[config.mk]
export PLATFORM = sky130hd
export DESIGN_NAME = add_share_sched
export DESIGN_NICKNAME = d
export VERILOG_FILES = /design/src/rtl/add_share_sched.sv
export SDC_FILE = /design/constraint.sdc
export NUM_CORES = 1
export LEC_CHECK = 0
export CORE_MARGIN = 4
export CORE_UTILIZATION = 40
export CTS_BUF_LIST = sky130_fd_sc_hd__clkbuf_16
export DETAILED_ROUTE_END_ITERATION = 10
export PLACE_DENSITY = 0.79
export SLEW_MARGIN = 20
export SYNTH_ARGS = -nofsm -noshare
export SYNTH_HDL_FRONTEND = slang
export SYNTH_SLANG_ARGS = --single-unit
[constraint.sdc]
create_clock -name clk -period 2.26 [get_ports clk]
set_clock_uncertainty 0.15 [all_clocks]
set_input_delay 0.226 -clock clk [delete_from_list [all_inputs] [get_ports clk]]
set_output_delay 0.226 -clock clk [all_outputs]
set_load 0.005 [all_outputs]
[src/rtl/add_share_sched.sv]
// Round-robin scheduler sharing one external adder between NUM_REQ requesters.
// One transaction in flight: accept -> hold operands ADD_LAT cycles -> capture -> respond.
module add_share_sched #(
    parameter int add_width = 4,
    parameter int NUM_REQ   = 4,
    parameter int ADD_LAT   = 1
) (
    input  logic                         clk,
    input  logic                         rst,
    input  logic [NUM_REQ-1:0]           req_valid,
    output logic [NUM_REQ-1:0]           req_ready,
    input  logic [NUM_REQ*add_width-1:0] req_a,
    input  logic [NUM_REQ*add_width-1:0] req_b,
    input  logic [NUM_REQ-1:0]           req_cin,
    output logic [add_width-1:0]         add_a,
    output logic [add_width-1:0]         add_b,
    output logic                         add_cin,
    input  logic [add_width-1:0]         sum,
    input  logic                         cout,
    output logic                         rsp_valid,
    input  logic                         rsp_ready,
    output logic [$clog2(NUM_REQ)-1:0]   rsp_id,
    output logic [add_width-1:0]         rsp_sum,
    output logic                         rsp_cout,
    output logic                         busy
);
    localparam int ID_W  = $clog2(NUM_REQ);
    localparam int CNT_W = $clog2(ADD_LAT + 1);

    typedef enum logic [1:0] {IDLE, BUSY, RESP} state_t;

    state_t                 state_q;
    logic [ID_W-1:0]        ptr_q;
    logic [CNT_W-1:0]       cnt_q;
    logic [add_width-1:0]   add_a_q;
    logic [add_width-1:0]   add_b_q;
    logic                   add_cin_q;
    logic                   rsp_valid_q;
    logic [ID_W-1:0]        rsp_id_q;
    logic [add_width-1:0]   rsp_sum_q;
    logic                   rsp_cout_q;

    logic [add_width-1:0]   a_arr [NUM_REQ];
    logic [add_width-1:0]   b_arr [NUM_REQ];

    generate
        for (genvar gi = 0; gi < NUM_REQ; gi++) begin : g_unpack
            assign a_arr[gi] = req_a[gi*add_width +: add_width];
            assign b_arr[gi] = req_b[gi*add_width +: add_width];
        end
    endgenerate

    // Search starts one past the last grantee so every other valid requester wins first.
    logic            grant_found;
    logic [ID_W-1:0] grant_id;
    logic [ID_W:0]   cand;

    always_comb begin
        grant_found = 1'b0;
        grant_id    = '0;
        cand        = '0;
        for (int k = 1; k <= NUM_REQ; k++) begin
            cand = {1'b0, ptr_q} + (ID_W+1)'(k);
            if (cand >= (ID_W+1)'(NUM_REQ)) begin
                cand = cand - (ID_W+1)'(NUM_REQ);
            end
            if (!grant_found && req_valid[cand[ID_W-1:0]]) begin
                grant_found = 1'b1;
                grant_id    = cand[ID_W-1:0];
            end
        end
    end

    assign req_ready = (state_q == IDLE && grant_found && !rst)
                     ? (NUM_REQ'(1) << grant_id) : '0;

    always_ff @(posedge clk or posedge rst) begin
        if (rst) begin
            state_q     <= IDLE;
            ptr_q       <= ID_W'(NUM_REQ - 1);
            cnt_q       <= '0;
            add_a_q     <= '0;
            add_b_q     <= '0;
            add_cin_q   <= 1'b0;
            rsp_valid_q <= 1'b0;
            rsp_id_q    <= '0;
            rsp_sum_q   <= '0;
            rsp_cout_q  <= 1'b0;
        end else begin
            case (state_q)
                IDLE: begin
                    if (grant_found) begin
                        add_a_q   <= a_arr[grant_id];
                        add_b_q   <= b_arr[grant_id];
                        add_cin_q <= req_cin[grant_id];
                        rsp_id_q  <= grant_id;
                        ptr_q     <= grant_id;
                        cnt_q     <= CNT_W'(1);
                        state_q   <= BUSY;
                    end
                end
                BUSY: begin
                    if (cnt_q == CNT_W'(ADD_LAT)) begin
                        rsp_sum_q   <= sum;
                        rsp_cout_q  <= cout;
                        rsp_valid_q <= 1'b1;
                        state_q     <= RESP;
                    end else begin
                        cnt_q <= cnt_q + CNT_W'(1);
                    end
                end
                RESP: begin
                    if (rsp_ready) begin
                        rsp_valid_q <= 1'b0;
                        state_q     <= IDLE;
                    end
                end
                default: state_q <= IDLE;
            endcase
        end
    end

    assign add_a     = add_a_q;
    assign add_b     = add_b_q;
    assign add_cin   = add_cin_q;
    assign rsp_valid = rsp_valid_q;
    assign rsp_id    = rsp_id_q;
    assign rsp_sum   = rsp_sum_q;
    assign rsp_cout  = rsp_cout_q;
    assign busy      = (state_q != IDLE);

endmodule

==> impl_metrics.yaml, run 1 <==
finish:
  drive_above_1_share_pct: 22.38
  seq_area_um2: 553.0
  final_util_pct: 66.26
  multi_input_area_um2: 705.7
  finalNetCount: 259
  design_area_mm2: 0.002228
  fillers: 286
  diodes: 0
  syn_to_final_growth_pct: 59.30
power:
  power.density_mw_per_mm2: 1146
  leakagePower_nw: 0.9542
  switching_share_pct: 34.99
  comb_power_share_pct: 57.1
  peakVddDrop_mv: 0.7370
  p_clk_share_pct: 14.7
  seqPwrFrac_pct: 28.2
  p_switching_w: 0.0008938
  p_int_w: 0.001661
cts:
  cts_buffer_depth: 2
  htree_levels: 1
  worst_skew_pair.late_latency_ns: 0.25
  clkSinkCount: 22
  path_clk_slew_ns: 0.06
  root_buffer: "clkbuf_16"
  cts_tree: "yes"
  numCtsBuffers: 3
grt:
  antenna_found_initial: 0
  grt_max_degree: 23
  grt_first_pass_wirelength_mm: 6.168
  grt.total_usage_pct: 17.76
  grt-ovfl-total: 0
  grt_pass1_vias: 1341
route:
  wl_met2_mm: 1.793
  post_drt_wl_per_cell_um: 15.18
  wl_met3_um: 456
  antenna_violating_nets_post_route: 0
  wirelength_mm: 3.886
  dr.first_iter.drc_count: 64
  viasPerCell: 5.098
  vias: 1305
  routed.top_layer: "met4"
  wl_met1_mm: 1.628
  drc: 0
  dr.pass1.iters: 4
worst_setup_path:
  cp-end-kind: "output pin"
  critPathLaunchType: "primary input"
  crit_chain: "clkdlybuf4s50_1, or4_4, nand2_1, nor2_1, and3_1, dlygate4sd2_1"
  arrival_ns: 1.79
  crit_type: "primary input to output pin"
  worstPathMaxFanout: 4
  cp_slowest_cell: "or4_4"
  reg2reg_slack_ns: 0.25
  max_stage_delay_ns: 0.54
  worst-endpoint-required_ns: 1.88
sta:
  rsz0062_at_grt: "false"
  period_share_pct: 95.77
  drv_slew: 0
  setup_tns_ns: 0
  min_period_ns: 2.164
  finalSetupViolCount: 0
  hold_viol: 0
  tightest_slew_ns: 0.3205
  max_slew_margin_pct: 78.63
  fmax_mhz: 462.0
synth:
  yosysTopAreaCell: "dfrtp_1"
  netlist-cell-type-count: 32
  yosysSeqAreaShare_pct: 39.53
  syn_avg_cell_area_um2: 10.60
  synth_area_leaders: "dfrtp_1 (36%), a211oi_2 (15%), mux2i_1 (6.4%), nor2_1 (4.6%), a31oi_1 (4.0%)"
  ys_warn_count: 0
  syn_inst: 132
  synth_top_area_share_pct: 35.78
  synth_seq_cells: 22
  netlist_area_mm2: 0.001399
  syn-num-nets: 180
hold_path:
  hold_class: "primary input to async pin"
placed_design:
  dp_hpwl_mm: 3.005
  routabilityCongestion: 0.7540
  placed_cell_area_mm2: 0.002147
  port_buffers: 69
die:
  io_pins: 70
  die_area_mm2: 0.004507
  core-area_mm2: 0.003363
  die_w_um: 67.14
  die_h_um: 67.14
  start_util_pct: 41.59
  num_rows: 21
run_status:
  status: "complete, no violations"
run:
  cap_violations: 0
-- layout by cell type (no fill, tap or decap), drive strengths merged --
master	instances
buf	14
mux2i	9
dlygate4sd2	6
or2	1
nor4	1
and3	2
mux2	5
a21o	3
clkinv	1
a31oi	9
o21bai	1
inv	12
nor3b	2
or4	1
and2	1
a21oi	3
dfstp	2
clkbuf	3
nand2b	4
a21bo	1
a311o	1
nand3b	1
o21ai	3
nand2	4
a211oi	19
clkdlybuf4s50	62
dfrtp	20
clkdlybuf4s15	1
nor2	17
nor3	1
-- sequential cells by signal, summed over array words and instances, names as in the netlist --
name and cells:
add_a 4, add_b 4, add_cin 1, cnt_q 1, ptr_q 2, rsp_cout 1, rsp_id 2, rsp_sum 4
rsp_valid 1, state_q 2
-- cell usage after synthesis, drive strengths merged --
| master | instances |
|---|---|
| a211oi | 19 |
| a21bo | 1 |
| a21o | 3 |
| a21oi | 3 |
| a311o | 1 |
| a31oi | 9 |
| and2 | 1 |
| and3 | 2 |
| buf | 7 |
| clkbuf | 2 |
| dfrtp | 20 |
| dfstp | 2 |
| inv | 12 |
| mux2 | 5 |
| mux2i | 9 |
| nand2 | 4 |
| nand2b | 4 |
| nand3b | 1 |
| nor2 | 17 |
| nor3 | 1 |
| nor3b | 2 |
| nor4 | 1 |
| o21ai | 3 |
| o21bai | 1 |
| or2 | 1 |
| or4 | 1 |
-- power by group through the flow --
stage | combinational, W | sequential, W | clock (W)
final | 0.00146 | 0.000720 | 0.000375
after global routing | 0.00160 | 0.000750 | 0.000399
after CTS | 0.00148 | 0.000720 | 0.000387
after detailed placement | 0.00147 | 0.000726 | 0
after global placement | 0.00143 | 0.000719 | 0
after floorplan | 0.000894 | 0.000721 | 0
-- timing repair --
| action | in CTS | in global routing |
|---|---|---|
| pin swaps | 3 | 1 |
| hold buffers | 0 | 0 |
| gates resized for setup | 7 | 2 |
| endpoints found under the setup margin | 4 | 2 |
| buffers inserted | 1 | 0 |
-- cell type report --
| cell class | count | area share, % |
|---|---|---|
| Clock buffer | 3 | 3.369 |
| Tap cell | 46 | 2.583 |
| Timing Repair Buffer | 83 | 35.37 |
| Clock inverter | 1 | 0.1684 |
| Multi-Input combinational cell | 89 | 31.67 |
| Inverter | 12 | 2.021 |
| Sequential cell | 22 | 24.82 |
-- stage by stage --
step	hold WS [ns]	cells	power, W	worst slack (ns)
6_report	0.2687	256	0.002554	0.09556
5_1_grt	0.3285	256	0.002752	0.009293
4_1_cts	0.2765	256	0.002588	0.06230
3_5_place_dp	0.3441	251	0.002199	-0.2192
3_3_place_gp	0.3240	251	0.002153	-0.1880
2_1_floorplan	0.06898	132	0.001615	0.3686
-- path summary, 6_finish.rpt --
check | startpoint | to | cells after the start
hold / removal | rst | rsp_id[1]$_DFFE_PP0P_ | 3
setup / recovery | req_valid[2] | req_ready[2] | 6
hold reg to reg | rsp_id[1]$_DFFE_PP0P_ | rsp_id[1]$_DFFE_PP0P_ | 1
min in group clk | rsp_id[1]$_DFFE_PP0P_ | rsp_id[1]$_DFFE_PP0P_ | 1
max in group asynchronous | rst | ptr_q[0]$_DFFE_PP1P_ | 3
setup reg to reg | ptr_q[0]$_DFFE_PP1P_ | add_b[0]$_DFFE_PP0P_ | 6
-- logic make-up after synthesis --
family                 Yosys count  share of synthesized area [%]
AND/OR/NAND/NOR                 35                          13.51
multiplexers                    14                          10.47
AO/OA/AOI/OAI                   40                          26.30
buffers and inverters           21                          10.20
flip-flops                      22                          39.53
-- routing by layer --
metal,global-route usage [%],vias up
met5,0,-
met4,2.025,0
met3,6.822,2
met2,30.43,62
met1,21.81,611
li1,-,630
-- worst max-delay path, delay by kind of cell --
kind / cells / cell delay (ns)
buf+inv: 2 / 0.72
simple gates: 4 / 0.84
(Power assumes the default switching activity.)
==> inputs of run 2 (changes only) <==
--- a/constraint.sdc
+++ b/constraint.sdc
@@ -3,3 +3,3 @@
 set_input_delay 0.226 -clock clk [delete_from_list [all_inputs] [get_ports clk]]
 set_output_delay 0.226 -clock clk [all_outputs]
-set_load 0.005 [all_outputs]
+set_load 0.02 [all_outputs]
==> run 2 against run 1 <==
  * Sequential share of layout area is 0.15 points lower
  * First-iteration DRC count down 50%
  * Count of clock-buffer cells in the layout did not move
  * Maximum frequency barely moved
  * Setup slack worse by 0.0018 ns
  * Utilization grew 0.41 points
  * Cell count increased by 1.2%
  * Clock power up 2%
  * Largest power group unchanged
==> impl_metrics.yaml, run 2 (synthesis results as in run 1) <==
die:
  start_util_pct: 41.59
  num_rows: 21
  core-area_mm2: 0.003363
  die_w_um: 67.14
  die_h_um: 67.14
  io_pins: 70
  die_area_mm2: 0.004507
run_status:
  status: "complete, no violations"
finish:
  final_cell_mix: "clkdlybuf4s50_1 (63), dfrtp_1 (20), buf_4 (18), nor2_1 (17), a211oi_2 (17)"
  seq_area_um2: 553.0
  final_common_cell: "clkdlybuf4s50_1"
  design_area_mm2: 0.002242
  syn_to_final_growth_pct: 60.29
  drive_above_1_share_pct: 25.35
  finalNetCount: 262
  fillers: 286
  multi_input_area_um2: 709.4
  diodes: 0
power:
  power.density_mw_per_mm2: 1270
  leakagePower_nw: 0.9605
  peakVddDrop_mv: 0.8040
  totalPowerFinal_w: 0.002847
route:
  vias: 1319
  dr.first_iter.drc_count: 32
  drc: 0
  viasPerCell: 5.093
  wirelength_mm: 4.214
  post_drt_wl_per_cell_um: 16.27
  dr.pass1.iters: 4
  antenna_violating_nets_post_route: 0
grt:
  grt_max_degree: 23
  grt.total_usage_pct: 18.63
  grt_pass1_vias: 1401
  antenna_found_initial: 0
  grt-ovfl-total: 0
  grt_first_pass_wirelength_mm: 6.403
placed_design:
  routabilityCongestion: 0.8337
  dp_hpwl_mm: 3.244
  pre_cts_ws_ns: -0.4090
  placed_cell_area_mm2: 0.002183
  port_buffers: 69
sta:
  hold_viol: 0
  min_period_ns: 2.166
  fmax_mhz: 461.6
  tightest_slew_ns: 0.2970
  fin_ws_ns: 0.09378
  drv_slew: 0
  rsz0062_at_grt: "false"
  period_share_pct: 95.85
  holdWs_ns: 0.3156
  finalSetupViolCount: 0
  max_slew_margin_pct: 80.20
worst_setup_path:
  arrival_ns: 1.79
  crit_type: "primary input to output pin"
  worstPathMaxFanout: 3
  cp-end-kind: "output pin"
  worst-endpoint-required_ns: 1.88
  critPathLaunchType: "primary input"
hold_path:
  hold_class: "primary input to async pin"
cts:
  cts_buffer_depth: 2
  cts_tree: "yes"
  path_clk_slew_ns: 0.06
  hold_buffers: 0
  numCtsBuffers: 3
  root_buffer: "clkbuf_16"
  postCtsSetupBuffers: 0
  worst_skew_pair.late_latency_ns: 0.26
  clkSinkCount: 22
  htree_levels: 1
run:
  cap_violations: 0
==> run 2: per-stage QoR <==
stage | utilization (%) | setup TNS (ns) | instances
final | 66.67 | 0 | 259
after global routing | 66.67 | 0 | 259
after CTS | 66.78 | 0 | 259
after detailed placement | 64.92 | -1.463 | 255
after global placement | 64.92 | -1.254 | 255
after floorplan | - | 0 | 132
==> run 2: report_power, final <==
group,switching [W],internal [W],leakage (nW)
logic,0.000884,0.000862,0.677
clock network,0.000146,0.000236,0.0385
registers,0.000116,0.000604,0.245
==> run 2: layout make-up <==
class / count / area share (%)
inverters: 12 / 2.009
multi-input cells: 89 / 31.64
clock buffers: 3 / 3.348
flip-flops and latches: 22 / 24.67
clock inverters: 1 / 0.1674
well taps: 46 / 2.567
repair buffers: 86 / 35.60
==> run 2: worst max-delay path, stage by stage <==
cell             delay (ns)
clkdlybuf4s50_1        0.44
buf_4                  0.15
or4_4                  0.50
nand2_1                0.10
nor2_1                 0.06
and3_1                 0.16
buf_2                  0.16
==> run 2: timing repair <==
item	in CTS	in global routing
endpoints found under the setup margin	4	2
resized for setup	20	2
pin swaps	2	1
==> run 2: final timing paths <==
kind                                      start                endpoint  slack, ns  cells past startpoint
setup / recovery                   req_valid[0]            req_ready[2]       0.09                      7
hold / removal                              rst    add_b[0]$_DFFE_PP0P_       0.32                      3
setup reg to reg           ptr_q[0]$_DFFE_PP1P_    add_b[0]$_DFFE_PP0P_       0.34                      6
hold reg to reg               cnt_q$_DFFE_PP0P_  state_q[0]$_DFFE_PP0P_       0.36                      1
max in group asynchronous                   rst    ptr_q[1]$_DFFE_PP1P_       1.37                      3
min in group clk              cnt_q$_DFFE_PP0P_  state_q[0]$_DFFE_PP0P_       0.36                      1
==> run 2: routing by layer <==
layer | vias up | share of wire, % | track usage, % | wire (um)
li1 | 636 | - | - | -
met1 | 624 | 39 | 21.38 | 1642
met2 | 51 | 52 | 33.13 | 2193
met3 | 8 | 7.9 | 4.992 | 334
met4 | 0 | 1.0 | 6.582 | 44
met5 | - | 0 | 0 | 0
